**src/rtl/decode_queue_pkg.sv**
```systemverilog
// Shared RV32I decode definitions: opcodes, control encodings and the
// packed decoded bundle carried from decode into execute.
package decode_queue_pkg;

    localparam logic [6:0] OPC_LUI    = 7'b0110111;
    localparam logic [6:0] OPC_AUIPC  = 7'b0010111;
    localparam logic [6:0] OPC_JAL    = 7'b1101111;
    localparam logic [6:0] OPC_JALR   = 7'b1100111;
    localparam logic [6:0] OPC_BRANCH = 7'b1100011;
    localparam logic [6:0] OPC_LOAD   = 7'b0000011;
    localparam logic [6:0] OPC_STORE  = 7'b0100011;
    localparam logic [6:0] OPC_OP_IMM = 7'b0010011;
    localparam logic [6:0] OPC_OP     = 7'b0110011;

    localparam logic [3:0] ALU_ADD  = 4'd0;
    localparam logic [3:0] ALU_SUB  = 4'd1;
    localparam logic [3:0] ALU_SLL  = 4'd2;
    localparam logic [3:0] ALU_SLT  = 4'd3;
    localparam logic [3:0] ALU_SLTU = 4'd4;
    localparam logic [3:0] ALU_XOR  = 4'd5;
    localparam logic [3:0] ALU_SRL  = 4'd6;
    localparam logic [3:0] ALU_SRA  = 4'd7;
    localparam logic [3:0] ALU_OR   = 4'd8;
    localparam logic [3:0] ALU_AND  = 4'd9;
    localparam logic [3:0] ALU_PASS = 4'd10;

    localparam logic [2:0] BR_NONE = 3'd0;
    localparam logic [2:0] BR_EQ   = 3'd1;
    localparam logic [2:0] BR_NE   = 3'd2;
    localparam logic [2:0] BR_LT   = 3'd3;
    localparam logic [2:0] BR_GE   = 3'd4;
    localparam logic [2:0] BR_LTU  = 3'd5;
    localparam logic [2:0] BR_GEU  = 3'd6;

    // Memory access size/sign follows funct3 directly
    localparam logic [2:0] DMEM_B  = 3'd0;
    localparam logic [2:0] DMEM_H  = 3'd1;
    localparam logic [2:0] DMEM_W  = 3'd2;
    localparam logic [2:0] DMEM_BU = 3'd4;
    localparam logic [2:0] DMEM_HU = 3'd5;

    typedef struct packed {
        logic [4:0]  rs1;
        logic [4:0]  rs2;
        logic [4:0]  rd;
        logic [31:0] imm;
        logic [31:0] jump_offset;
        logic [3:0]  alu_ctrl;
        logic [2:0]  branch_ctrl;
        logic [2:0]  dmem_ctrl;
        logic        w_en;
        logic        op1_sel;
        logic        jump_en;
        logic        mw_en;
        logic        maddr_sel;
        logic        illegal;
    } dec_t;

    localparam int DEC_BUNDLE_W = $bits(dec_t);

    typedef struct packed {
        logic [31:0] pc;
        logic [31:0] inst;
    } fifo_entry_t;

    function automatic logic [3:0] alu_sel(
        input logic [2:0] f3,
        input logic       alt
    );
        logic [3:0] r;
        unique case (f3)
            3'b000: r = alt ? ALU_SUB : ALU_ADD;
            3'b001: r = ALU_SLL;
            3'b010: r = ALU_SLT;
            3'b011: r = ALU_SLTU;
            3'b100: r = ALU_XOR;
            3'b101: r = alt ? ALU_SRA : ALU_SRL;
            3'b110: r = ALU_OR;
            3'b111: r = ALU_AND;
        endcase
        return r;
    endfunction

    function automatic logic [2:0] br_sel(input logic [2:0] f3);
        logic [2:0] r;
        unique case (f3)
            3'b000:  r = BR_EQ;
            3'b001:  r = BR_NE;
            3'b100:  r = BR_LT;
            3'b101:  r = BR_GE;
            3'b110:  r = BR_LTU;
            3'b111:  r = BR_GEU;
            default: r = BR_NONE;
        endcase
        return r;
    endfunction

endpackage

```
**src/rtl/decode_queue_decoder.sv**
```systemverilog
// Combinational RV32I base decoder: one instruction word in,
// one packed control/immediate bundle out.
module decode_queue_decoder
    import decode_queue_pkg::*;
(
    input  logic [31:0] inst,
    output dec_t        dec
);

    logic [6:0]  opc;
    logic [2:0]  f3;
    logic [31:0] i_imm;
    logic [31:0] s_imm;
    logic [31:0] b_imm;
    logic [31:0] u_imm;
    logic [31:0] j_imm;

    assign opc   = inst[6:0];
    assign f3    = inst[14:12];
    assign i_imm = {{20{inst[31]}}, inst[31:20]};
    assign s_imm = {{20{inst[31]}}, inst[31:25], inst[11:7]};
    assign b_imm = {{19{inst[31]}}, inst[31], inst[7],
                    inst[30:25], inst[11:8], 1'b0};
    assign u_imm = {inst[31:12], 12'b0};
    assign j_imm = {{11{inst[31]}}, inst[31], inst[19:12],
                    inst[20], inst[30:21], 1'b0};

    always_comb begin
        dec          = '0;
        dec.rs1      = inst[19:15];
        dec.rs2      = inst[24:20];
        dec.rd       = inst[11:7];
        dec.alu_ctrl = ALU_ADD;
        unique case (1'b1)
            opc == OPC_LUI: begin
                dec.imm      = u_imm;
                dec.alu_ctrl = ALU_PASS;
                dec.w_en     = 1'b1;
                dec.op1_sel  = 1'b1;
            end
            opc == OPC_AUIPC: begin
                dec.imm     = u_imm;
                dec.w_en    = 1'b1;
                dec.op1_sel = 1'b1;
            end
            opc == OPC_JAL: begin
                dec.imm         = j_imm;
                dec.jump_offset = j_imm;
                dec.w_en        = 1'b1;
                dec.jump_en     = 1'b1;
            end
            opc == OPC_JALR: begin
                dec.imm         = i_imm;
                dec.jump_offset = i_imm;
                dec.w_en        = 1'b1;
                dec.jump_en     = 1'b1;
                dec.op1_sel     = 1'b1;
            end
            opc == OPC_BRANCH: begin
                dec.imm         = b_imm;
                dec.jump_offset = b_imm;
                dec.branch_ctrl = br_sel(f3);
            end
            opc == OPC_LOAD: begin
                dec.imm       = i_imm;
                dec.dmem_ctrl = f3;
                dec.w_en      = 1'b1;
                dec.op1_sel   = 1'b1;
                dec.maddr_sel = 1'b1;
            end
            opc == OPC_STORE: begin
                dec.imm       = s_imm;
                dec.dmem_ctrl = f3;
                dec.mw_en     = 1'b1;
                dec.op1_sel   = 1'b1;
                dec.maddr_sel = 1'b1;
            end
            opc == OPC_OP_IMM: begin
                // Only shifts use funct7[5] in the immediate form
                dec.imm      = i_imm;
                dec.alu_ctrl = alu_sel(f3, (f3 == 3'b101) && inst[30]);
                dec.w_en     = 1'b1;
                dec.op1_sel  = 1'b1;
            end
            opc == OPC_OP: begin
                dec.alu_ctrl = alu_sel(f3, inst[30]);
                dec.w_en     = 1'b1;
            end
            default: begin
                dec.illegal = 1'b1;
            end
        endcase
    end

endmodule

```
**src/rtl/decode_queue.sv**
```systemverilog
// Buffered decode stage: instruction FIFO feeding the decoder, with a
// registered output bundle handshaked to execute.
module decode_queue
    import decode_queue_pkg::*;
#(
    parameter int DEPTH     = 4,
    parameter bit ILL_CHECK = 1'b1
) (
    input  logic                       clk,
    input  logic                       rst,
    input  logic                       flush,
    input  logic                       in_valid,
    output logic                       in_ready,
    input  logic [31:0]                in_inst,
    input  logic [31:0]                in_pc,
    output logic                       out_valid,
    input  logic                       out_ready,
    output logic [31:0]                out_pc,
    output logic [4:0]                 out_rs1,
    output logic [4:0]                 out_rs2,
    output logic [4:0]                 out_rd,
    output logic [31:0]                out_imm,
    output logic [31:0]                out_jump_offset,
    output logic [3:0]                 out_alu_ctrl,
    output logic [2:0]                 out_branch_ctrl,
    output logic [2:0]                 out_dmem_ctrl,
    output logic                       out_w_en,
    output logic                       out_op1_sel,
    output logic                       out_jump_en,
    output logic                       out_mw_en,
    output logic                       out_maddr_sel,
    output logic                       out_illegal,
    output logic [$clog2(DEPTH+1)-1:0] count
);

    localparam int PW = $clog2(DEPTH);
    localparam int CW = $clog2(DEPTH + 1);
    localparam logic [CW-1:0] FULL_CNT = CW'(DEPTH);

    fifo_entry_t   mem [DEPTH];
    fifo_entry_t   head;
    logic [PW-1:0] wr_ptr;
    logic [PW-1:0] rd_ptr;
    logic [CW-1:0] cnt;
    logic [CW-1:0] cnt_nxt;
    logic          in_ready_q;
    logic          out_valid_q;
    logic [31:0]   pc_q;
    dec_t          dec_q;
    dec_t          dec_raw;
    dec_t          dec_n;
    logic          push;
    logic          pop;

    assign push = in_valid && in_ready_q;
    assign pop  = (cnt != '0) && (!out_valid_q || out_ready);
    assign head = mem[rd_ptr];

    decode_queue_decoder u_dec (
        .inst (head.inst),
        .dec  (dec_raw)
    );

    always_comb begin
        dec_n = dec_raw;
        if (ILL_CHECK) begin
            if (dec_raw.illegal) begin
                dec_n.w_en        = 1'b0;
                dec_n.mw_en       = 1'b0;
                dec_n.jump_en     = 1'b0;
                dec_n.branch_ctrl = BR_NONE;
            end
        end else begin
            dec_n.illegal = 1'b0;
        end
    end

    always_comb begin
        cnt_nxt = cnt;
        if (push && !pop) begin
            cnt_nxt = cnt + CW'(1);
        end else if (pop && !push) begin
            cnt_nxt = cnt - CW'(1);
        end
    end

    always_ff @(posedge clk) begin
        if (!rst && !flush && push) begin
            mem[wr_ptr] <= {in_pc, in_inst};
        end
    end

    always_ff @(posedge clk) begin
        if (rst || flush) begin
            wr_ptr <= '0;
            rd_ptr <= '0;
            cnt    <= '0;
        end else begin
            if (push) begin
                wr_ptr <= wr_ptr + PW'(1);
            end
            if (pop) begin
                rd_ptr <= rd_ptr + PW'(1);
            end
            cnt <= cnt_nxt;
        end
    end

    // Registered so fetch never sees a path from out_ready
    always_ff @(posedge clk) begin
        if (rst) begin
            in_ready_q <= 1'b0;
        end else if (flush) begin
            in_ready_q <= 1'b1;
        end else begin
            in_ready_q <= (cnt_nxt != FULL_CNT);
        end
    end

    always_ff @(posedge clk) begin
        if (rst) begin
            out_valid_q <= 1'b0;
            pc_q        <= '0;
            dec_q       <= '0;
        end else if (flush) begin
            out_valid_q <= 1'b0;
        end else if (pop) begin
            out_valid_q <= 1'b1;
            pc_q        <= head.pc;
            dec_q       <= dec_n;
        end else if (out_ready) begin
            out_valid_q <= 1'b0;
        end
    end

    assign in_ready        = in_ready_q;
    assign count           = cnt;
    assign out_valid       = out_valid_q;
    assign out_pc          = pc_q;
    assign out_rs1         = dec_q.rs1;
    assign out_rs2         = dec_q.rs2;
    assign out_rd          = dec_q.rd;
    assign out_imm         = dec_q.imm;
    assign out_jump_offset = dec_q.jump_offset;
    assign out_alu_ctrl    = dec_q.alu_ctrl;
    assign out_branch_ctrl = dec_q.branch_ctrl;
    assign out_dmem_ctrl   = dec_q.dmem_ctrl;
    assign out_w_en        = dec_q.w_en;
    assign out_op1_sel     = dec_q.op1_sel;
    assign out_jump_en     = dec_q.jump_en;
    assign out_mw_en       = dec_q.mw_en;
    assign out_maddr_sel   = dec_q.maddr_sel;
    assign out_illegal     = dec_q.illegal;

endmodule

```
**config.mk**
```make
export PLATFORM = sky130hd
export DESIGN_NAME = decode_queue
export DESIGN_NICKNAME = d
export VERILOG_FILES = /design/src/rtl/decode_queue_pkg.sv /design/src/rtl/decode_queue_decoder.sv /design/src/rtl/decode_queue.sv
export SDC_FILE = /design/constraint.sdc
export NUM_CORES = 1
export LEC_CHECK = 0
export BUFFER_PORTS_ARGS = -buffer_cell sky130_fd_sc_hd__buf_2
export CAP_MARGIN = 20
export CORE_UTILIZATION = 40
export DETAILED_ROUTE_END_ITERATION = 12
export GPL_ROUTABILITY_DRIVEN = 0
export SLEW_MARGIN = 20
export SYNTH_ARGS = -nofsm -noshare
export SYNTH_HDL_FRONTEND = slang
export SYNTH_HIERARCHICAL = 1
export SYNTH_SLANG_ARGS = --single-unit
```
**constraint.sdc**
```tcl
create_clock -name clk -period 4.3 [get_ports clk]
set_input_delay 0.43 -clock clk [delete_from_list [all_inputs] [get_ports clk]]
set_output_delay 0.43 -clock clk [all_outputs]
set_load 0.01 [all_outputs]
```
==> results of run 1 <==
## through the flow
| step | cells | setup WS [ns] | power (mW) | utilization [%] |
|---|---|---|---|---|
| CTS | 1834 | 1.16 | 8.57 | 47.7 |
| global route | 1835 | 0.895 | 8.78 | 47.7 |
| global placement | 1756 | 1.22 | 4.91 | 43.9 |
| detailed placement | 1756 | 1.20 | 4.92 | 43.9 |
| finish | 1836 | 1.16 | 8.46 | 47.7 |
| floorplan | 1125 | 1.60 | 4.72 | - |
## flip-flops by register name, summed over array words and instances, names as in the netlist, 4 cells and up, named ones only
register and flops:
mem 256, out_imm 32, out_jump_offset 32, out_pc 32, out_rd 5, out_rs1 5
out_rs2 5, out_alu_ctrl 4
## how the worst max path moves through the flow
stage,cells past startpoint,startpoint,slack [ns],end
6_report,6,register,1.16,out_jump_offset[25]
5_1_grt,6,register,0.90,out_jump_offset[31]
4_1_cts,6,register,1.16,out_jump_offset[25]
3_5_place_dp,6,register,1.20,out_jump_offset[22]
3_3_place_gp,6,register,1.22,out_jump_offset[27]
2_1_floorplan,11,register,1.60,out_jump_offset[21]
## layout by cell type (no fill, tap or decap), types with 8 or more instances in the layout
cell	Yosys	routed
sky130_fd_sc_hd__o21ai_0	9	9
sky130_fd_sc_hd__buf_2	29	199
sky130_fd_sc_hd__nor2_1	13	13
sky130_fd_sc_hd__a21oi_1	137	137
sky130_fd_sc_hd__clkbuf_1	22	8
sky130_fd_sc_hd__dfxtp_1	138	136
sky130_fd_sc_hd__clkbuf_16	0	43
sky130_fd_sc_hd__buf_4	30	18
sky130_fd_sc_hd__a21o_1	30	30
sky130_fd_sc_hd__edfxtp_1	256	256
sky130_fd_sc_hd__nand2_1	257	257
sky130_fd_sc_hd__mux4_2	61	61
sky130_fd_sc_hd__clkinv_2	0	9
sky130_fd_sc_hd__clkbuf_8	0	9
sky130_fd_sc_hd__and2_1	19	19
## power groups by stage
stage	sequential (mW)	clock (mW)	combinational, mW
floorplan	4.23	0	0.494
global placement	4.22	0	0.686
detailed placement	4.22	0	0.693
global route	4.15	3.88	0.755
CTS	4.14	3.74	0.696
finish	4.14	3.64	0.684
## cell families after synthesis
kind of cell,Yosys count,share of synthesized area [%]
and+or+nand+nor,347,10.3
DFF,394,67.4
AOI/OAI and AO/OA,200,7.49
adders and majority gates,7,0.565
muxes,68,9.64
buffers and inverters,104,4.26
xor gates and xnor gates,5,0.283
## routing by layer
metal / global-route usage [%] / up-vias / routed length (µm)
met2: 29.6 / 252 / 17000
met5: 0 / - / 34
li1: - / 4421 / -
met4: 5.81 / 6 / 758
met3: 5.34 / 66 / 2550
met1: 25.0 / 4643 / 16300
## area by class of cell
type,instances,share of cell area [%]
Sequential cell,394,57.8
Multi-Input combinational cell,627,24.4
Timing Repair Buffer,217,6.25
Inverter,7,0.145
Clock inverter,18,1.01
Clock buffer,60,6.80
Tap cell,511,3.54
Antenna cell,2,0.0277
## worst max-delay path, cell delays in order (launching register included)
cell and delay (ns):
sky130_fd_sc_hd__dfxtp_4 0.64, sky130_fd_sc_hd__mux4_2 0.76, sky130_fd_sc_hd__nor2b_1 0.24, sky130_fd_sc_hd__nor3_1 0.65
sky130_fd_sc_hd__and2_1 0.51, sky130_fd_sc_hd__nand2_1 0.11, sky130_fd_sc_hd__a21oi_1 0.14
==> PnR_summary.wiki, run 1 <==
{| class="wikitable"
! Metric !! Value
|-
| Finish-stage setup viols || 0
|-
| CTS Sinks || 394
|-
| Total GRT Usage || between 10% and 20%
|-
| CP Capture Type || register
|-
| Number of violations reported at the end of detailed-routing iteration 0 || between 400 and 500
|-
| Initial DRT Pass Iterations || 4
|-
| Net Sw Frac || 23.1%
|-
| Cell with the most instances after synthesis || sky130_fd_sc_hd__nand2_1
|-
| Worst-case register-to-register setup slack || 1.16 ns
|-
| Number of violations of the max-capacitance limit || 0
|-
| Proportion of netlist area held by the largest area contributor || 49.6%
|-
| Post-CTS setup buffer count || 0
|-
| Post-route cell area || 0.0181 mm²
|-
| Leakage power figure || 6.54 nW
|-
| Filler cells || 3406
|-
| Effective utilization at floorplan || 40.9%
|-
| Ratio of final minimum period to clock period || 73.1%
|-
| List of most frequent post-synthesis cells || sky130_fd_sc_hd__nand2_1 (257), sky130_fd_sc_hd__edfxtp_1 (256), sky130_fd_sc_hd__dfxtp_1 (138), sky130_fd_sc_hd__a21oi_1 (137), sky130_fd_sc_hd__mux4_2 (61)
|-
| Crit path time final || about 3.1 ns
|-
| WHS || 0.0802 ns
|-
| Power dissipated by switching net loads || a little under 2 mW
|-
| CP required || 4.78 ns
|-
| Ratio of cells with drive above 1 in the final layout || 27.9%
|-
| Fraction of power consumed by sequential logic || 48.9%
|-
| Number of H-tree branching levels || 2
|-
| Clock Tree Root || sky130_fd_sc_hd__clkbuf_16
|-
| Detailed-route wire length per cell || 20.0 µm
|-
| Layout Nets || 1365
|-
| Initial antenna violation count || 8
|-
| Worst-skew pair later-pin latency || 0.56 ns
|-
| CP arrival || 3.62 ns
|-
| Async set-or-reset flop fraction in the synthesized netlist || 0%
|-
| Final max-slew violation count || 0
|-
| Crit path max fanout || 21
|-
| Highest ir drop seen on vdd || 0.378 mV
|-
| Hold violation count in the final report || 0
|-
| Area of combinational cells with multiple inputs || 0.00441 mm²
|-
| Placement Cell Area || roughly 0.017 mm²
|-
| CTS Buffer Depth || 3
|-
| Total core area || 0.0379 mm²
|-
| Clock tree from TritonCTS || done
|-
| Post-synthesis cell area || 0.0155 mm²
|-
| Internal portion of total power || ~6.5 mW
|-
| DRT antenna net count || 0
|-
| Global-route congestion overflow total || 0
|-
| End of the worst register-to-register path || out_jump_offset[25]
|-
| Vias after detailed routing || approximately 9400
|-
| Actual slew at the worst max-slew pin || approximately 1.1 ns
|-
| Share of total power in combinational logic || 8.1%
|-
| Number of ports placed on the die boundary || ~200
|-
| Vias per cell || 5.11
|-
| Share of total power in the clock network || between 40% and 50%
|-
| Pin count of the biggest net entering global routing || 69
|-
| Type of the worst setup path || reg2reg
|-
| Clock buffers created by TritonCTS || 42
|-
| Post-cts hold buffer count || 0
|-
| Worst hold path startpoint || in_pc[14]
|-
| Dominant cell type by area after synthesis || sky130_fd_sc_hd__edfxtp_1
|-
| Yosys synthesis warning count || 6
|-
| Seq/Total Area, Yosys || 67.4%
|-
| Via count of the first global-routing pass || 9114
|-
| Net count of the mapped netlist || 1201
|-
| Routed Wire Length || 36.6 mm
|-
| Area growth syn-to-layout || 16.7%
|-
| Fmax || 318 MHz
|-
| Die Footprint || 0.0395 mm²
|-
| # rows || 71
|-
| Post-CTS Resized || 0
|-
| Remaining max-slew budget at the tightest pin || 27.9%
|-
| Clock transition time at the flip-flop clock pins of the worst setup and hold paths || approximately 0.06 ns
|-
| Post-synthesis instance total || 1125
|-
| Port Buf Inserts || 200
|-
| Hold path depth || 1
|-
| Syn_area_per_cell || ~14 µm²
|-
| Capture endpoint of the worst hold path || mem[0][46]
|-
| Sum of negative setup slack || 0 ns
|-
| First-pass GRT wire length || ~55 mm
|-
| Detailed Place HPWL || 23.7 mm
|-
| Worst Reg2Reg Path Length in Cells || 6
|-
| # DRC || 0
|-
| Chip width || 199 µm
|-
| Unique masters post-synth || between 50 and 60
|-
| Outcome || finished clean
|-
| Critical Path Start Type || register
|-
| Clk_skew || 0.0164 ns
|-
| Cell types occupying the most area after synthesis || sky130_fd_sc_hd__edfxtp_1 (50%), sky130_fd_sc_hd__dfxtp_1 (18%), sky130_fd_sc_hd__mux4_2 (8.9%), sky130_fd_sc_hd__nand2_1 (6.2%), sky130_fd_sc_hd__a21oi_1 (4.4%)
|-
| Post-synth EDFFs || between 200 and 300
|-
| Die H || between 150 and 200 µm
|-
| Number of register bits inferred by synthesis || 394
|-
| Setup repair after global routing missed its margin || false
|-
| Combined flip-flop and latch cell area || 0.0105 mm²
|-
| Hold WC Path Type || in2reg
|-
| Dominant synthesized flop cell || sky130_fd_sc_hd__edfxtp_1
|-
| Total power divided by cell area || 468 mW/mm²
|}
(Power assumes the default switching activity.)
==> inputs of run 2 (changes only) <==
==> constraint.sdc (replaced) <==
create_clock -name clk -period 2.6 [get_ports clk]
set_input_delay 0.26 -clock clk [delete_from_list [all_inputs] [get_ports clk]]
set_output_delay 0.26 -clock clk [all_outputs]
set_load 0.01 [all_outputs]
==> PnR_summary.wiki, run 2 (synthesis gave the netlist of run 1 again) <==
{| class="wikitable"
! Metric !! Value
|-
| First-pass GRT wire length || 57.8 mm
|-
| Biggest register || mem
|-
| Hold violation count in the final report || 0
|-
| Total power divided by cell area || 753 mW/mm²
|-
| WHS || 0.0864 ns
|-
| Critical Path Slowest Stage Cell || sky130_fd_sc_hd__mux4_2
|-
| Number of ports placed on the die boundary || 201
|-
| CP arrival || 2.94 ns
|-
| Worst hold path startpoint || rst
|-
| Layout Nets || 1449
|-
| Number of H-tree branching levels || 2
|-
| Worst stage delay on the critical path || 0.55 ns
|-
| Post-CTS setup buffer count || 0
|-
| Final max-slew violation count || 0
|-
| CTS Sinks || 394
|-
| Placement Cell Area || about 0.017 mm²
|-
| Worst-skew pair later-pin latency || 0.57 ns
|-
| Hold path depth || 3
|-
| # rows || 71
|-
| Ratio of final minimum period to clock period || 94.4%
|-
| Finish-stage setup viols || 0
|-
| CTS Buffer Depth || 3
|-
| Ratio of cells with drive above 1 in the final layout || 27.9%
|-
| Via count of the first global-routing pass || 9712
|-
| Number of violations of the max-capacitance limit || 0
|-
| Vias after detailed routing || ~10000
|-
| Detailed-route wire length per cell || 19.7 µm
|-
| Worst-case register-to-register setup slack || between 0.1 and 0.15 ns
|-
| Area of combinational cells with multiple inputs || 0.00443 mm²
|-
| Leakage power figure || 6.96 nW
|-
| Vias per cell || between 5 and 6
|-
| Total GRT Usage || roughly 20%
|-
| Crit path max fanout || 19
|-
| Number of buffer and inverter instances along the worst setup path || 1
|-
| Detailed Place HPWL || approximately 24 mm
|-
| Clk_skew || around 0.016 ns
|-
| Chip width || approximately 200 µm
|-
| CP Capture Type || register
|-
| Max reg flops || about 260
|-
| Met3 WL post-DR || between 2 and 2.5 mm
|-
| End of the worst register-to-register path || out_imm[1]
|-
| DRT antenna net count || 0
|-
| Levels on crit path || 7
|-
| Gate family responsible for the most delay along the worst path || simple AND/OR/NAND/NOR gates
|-
| Initial DRT Pass Iterations || 5
|-
| Initial antenna violation count || 1
|-
| Clock tree from TritonCTS || done
|-
| # DRC || 0
|-
| Setup repair after global routing missed its margin || true
|-
| Sum of negative setup slack || 0 ns
|-
| Global-route congestion overflow total || 0
|-
| Clock transition time at the flip-flop clock pins of the worst setup and hold paths || 0.06 ns
|-
| Critical Path Start Type || register
|-
| Die Footprint || between 0.03 and 0.04 mm²
|-
| Total core area || 0.0379 mm²
|-
| Hold WC Path Type || in2reg
|-
| Type of the worst setup path || reg2reg
|-
| Port Buf Inserts || 200
|-
| Metal1 wirelength || 17.3 mm
|-
| Capture endpoint of the worst hold path || wr_ptr[1]
|-
| Die H || 199 µm
|-
| Top sig layer || met4
|-
| Remaining max-slew budget at the tightest pin || 45.2%
|-
| Number of violations reported at the end of detailed-routing iteration 0 || roughly 540
|-
| Crit path time final || between 2 and 2.5 ns
|-
| Routed Wire Length || 37.9 mm
|-
| Filler cells || 3311
|-
| Area growth syn-to-layout || 23.2%
|-
| Clock Tree Root || sky130_fd_sc_hd__clkbuf_16
|-
| Most common cell after layout, fill and taps aside || sky130_fd_sc_hd__nand2_1
|-
| Actual slew at the worst max-slew pin || 0.822 ns
|-
| Highest ir drop seen on vdd || just under 0.6 mV
|-
| Post-route cell area || 0.0191 mm²
|-
| Crit-path cells || mux4_2 > buf_4 > or4_4 > a21oi_2 > a22o_1 > nand2_1 > a21oi_1
|-
| Clock buffers created by TritonCTS || 42
|-
| Fmax || between 400 and 500 MHz
|-
| Combined flip-flop and latch cell area || ~0.010 mm²
|-
| Pin count of the biggest net entering global routing || 68
|-
| CP required || 3.09 ns
|-
| Outcome || finished clean
|-
| Effective utilization at floorplan || 40.9%
|-
| Wire length on met2 || 17.5 mm
|-
| Most frequent cells in the layout || sky130_fd_sc_hd__nand2_1 (257), sky130_fd_sc_hd__edfxtp_1 (256), sky130_fd_sc_hd__buf_2 (199)
|-
| Worst Reg2Reg Path Length in Cells || 7
|}
-- run 2: changes by cell type in the layout (fill, tap and decap cells not counted), moves of 2 or more --
cell and change:
sky130_fd_sc_hd__bufinv_16 +2, sky130_fd_sc_hd__clkbuf_4 +2, sky130_fd_sc_hd__buf_12 +12, sky130_fd_sc_hd__clkbuf_8 -3
sky130_fd_sc_hd__clkinvlp_4 +2, sky130_fd_sc_hd__clkinv_8 -2, sky130_fd_sc_hd__clkinv_2 -2, sky130_fd_sc_hd__buf_4 +7
sky130_fd_sc_hd__clkinv_1 -3, sky130_fd_sc_hd__dlygate4sd3_1 +64
-- run 2: worst min-delay path, stage by stage --
cell and delay [ns]:
sky130_fd_sc_hd__buf_4 0.10, sky130_fd_sc_hd__or2_2 0.19, sky130_fd_sc_hd__a21oi_1 0.05
-- run 2: how the worst max path moves through the flow --
stage          slack, ns                  end
2_1_floorplan       0.04   out_branch_ctrl[0]
3_3_place_gp        0.12          out_imm[25]
3_5_place_dp        0.05          out_imm[30]
4_1_cts             0.04          out_imm[27]
5_1_grt            -0.01  out_jump_offset[23]
6_report            0.15           out_imm[1]
-- run 2: timing repair --
action                     in CTS  in global routing
hold endpoints to repair      256                  0
hold buffers                   64                  0
setup endpoints to repair       0                  8
gates resized for setup         0                  2
-- run 2: metrics by stage --
stage,cells,worst slack [ns],util [%],power (mW)
after floorplan,1125,0.0436,-,7.81
after global placement,1775,0.122,44.7,8.18
after detailed placement,1775,0.0523,44.7,8.19
after CTS,1917,0.0409,50.3,14.6
after global routing,1919,-0.00996,50.3,14.9
final,1919,0.147,50.3,14.4
-- run 2: routing by layer --
| layer | vias to the layer above | track usage (%) |
|---|---|---|
| met3 | 43 | 4.32 |
| met2 | 253 | 30.6 |
| met4 | 0 | 5.67 |
| met1 | 4854 | 27.3 |
| met5 | - | 0 |
| li1 | 4585 | - |
-- run 2: final cells by class --
class | count | area share (%)
inverters | 7 | 0.138
clock inverters | 19 | 1.42
clock buffers | 59 | 6.28
well taps | 511 | 3.35
repair buffers | 301 | 10.8
flip-flops and latches | 394 | 54.8
multi-input cells | 627 | 23.2
diodes | 1 | 0.0131
-- run 2: report_power, final --
group          switching [mW]  total, mW  internal [mW]
registers              0.0620       6.83           6.77
logic                   0.786       1.30          0.516
clock network            2.49       6.25           3.76
total                    3.34       14.4           11.0
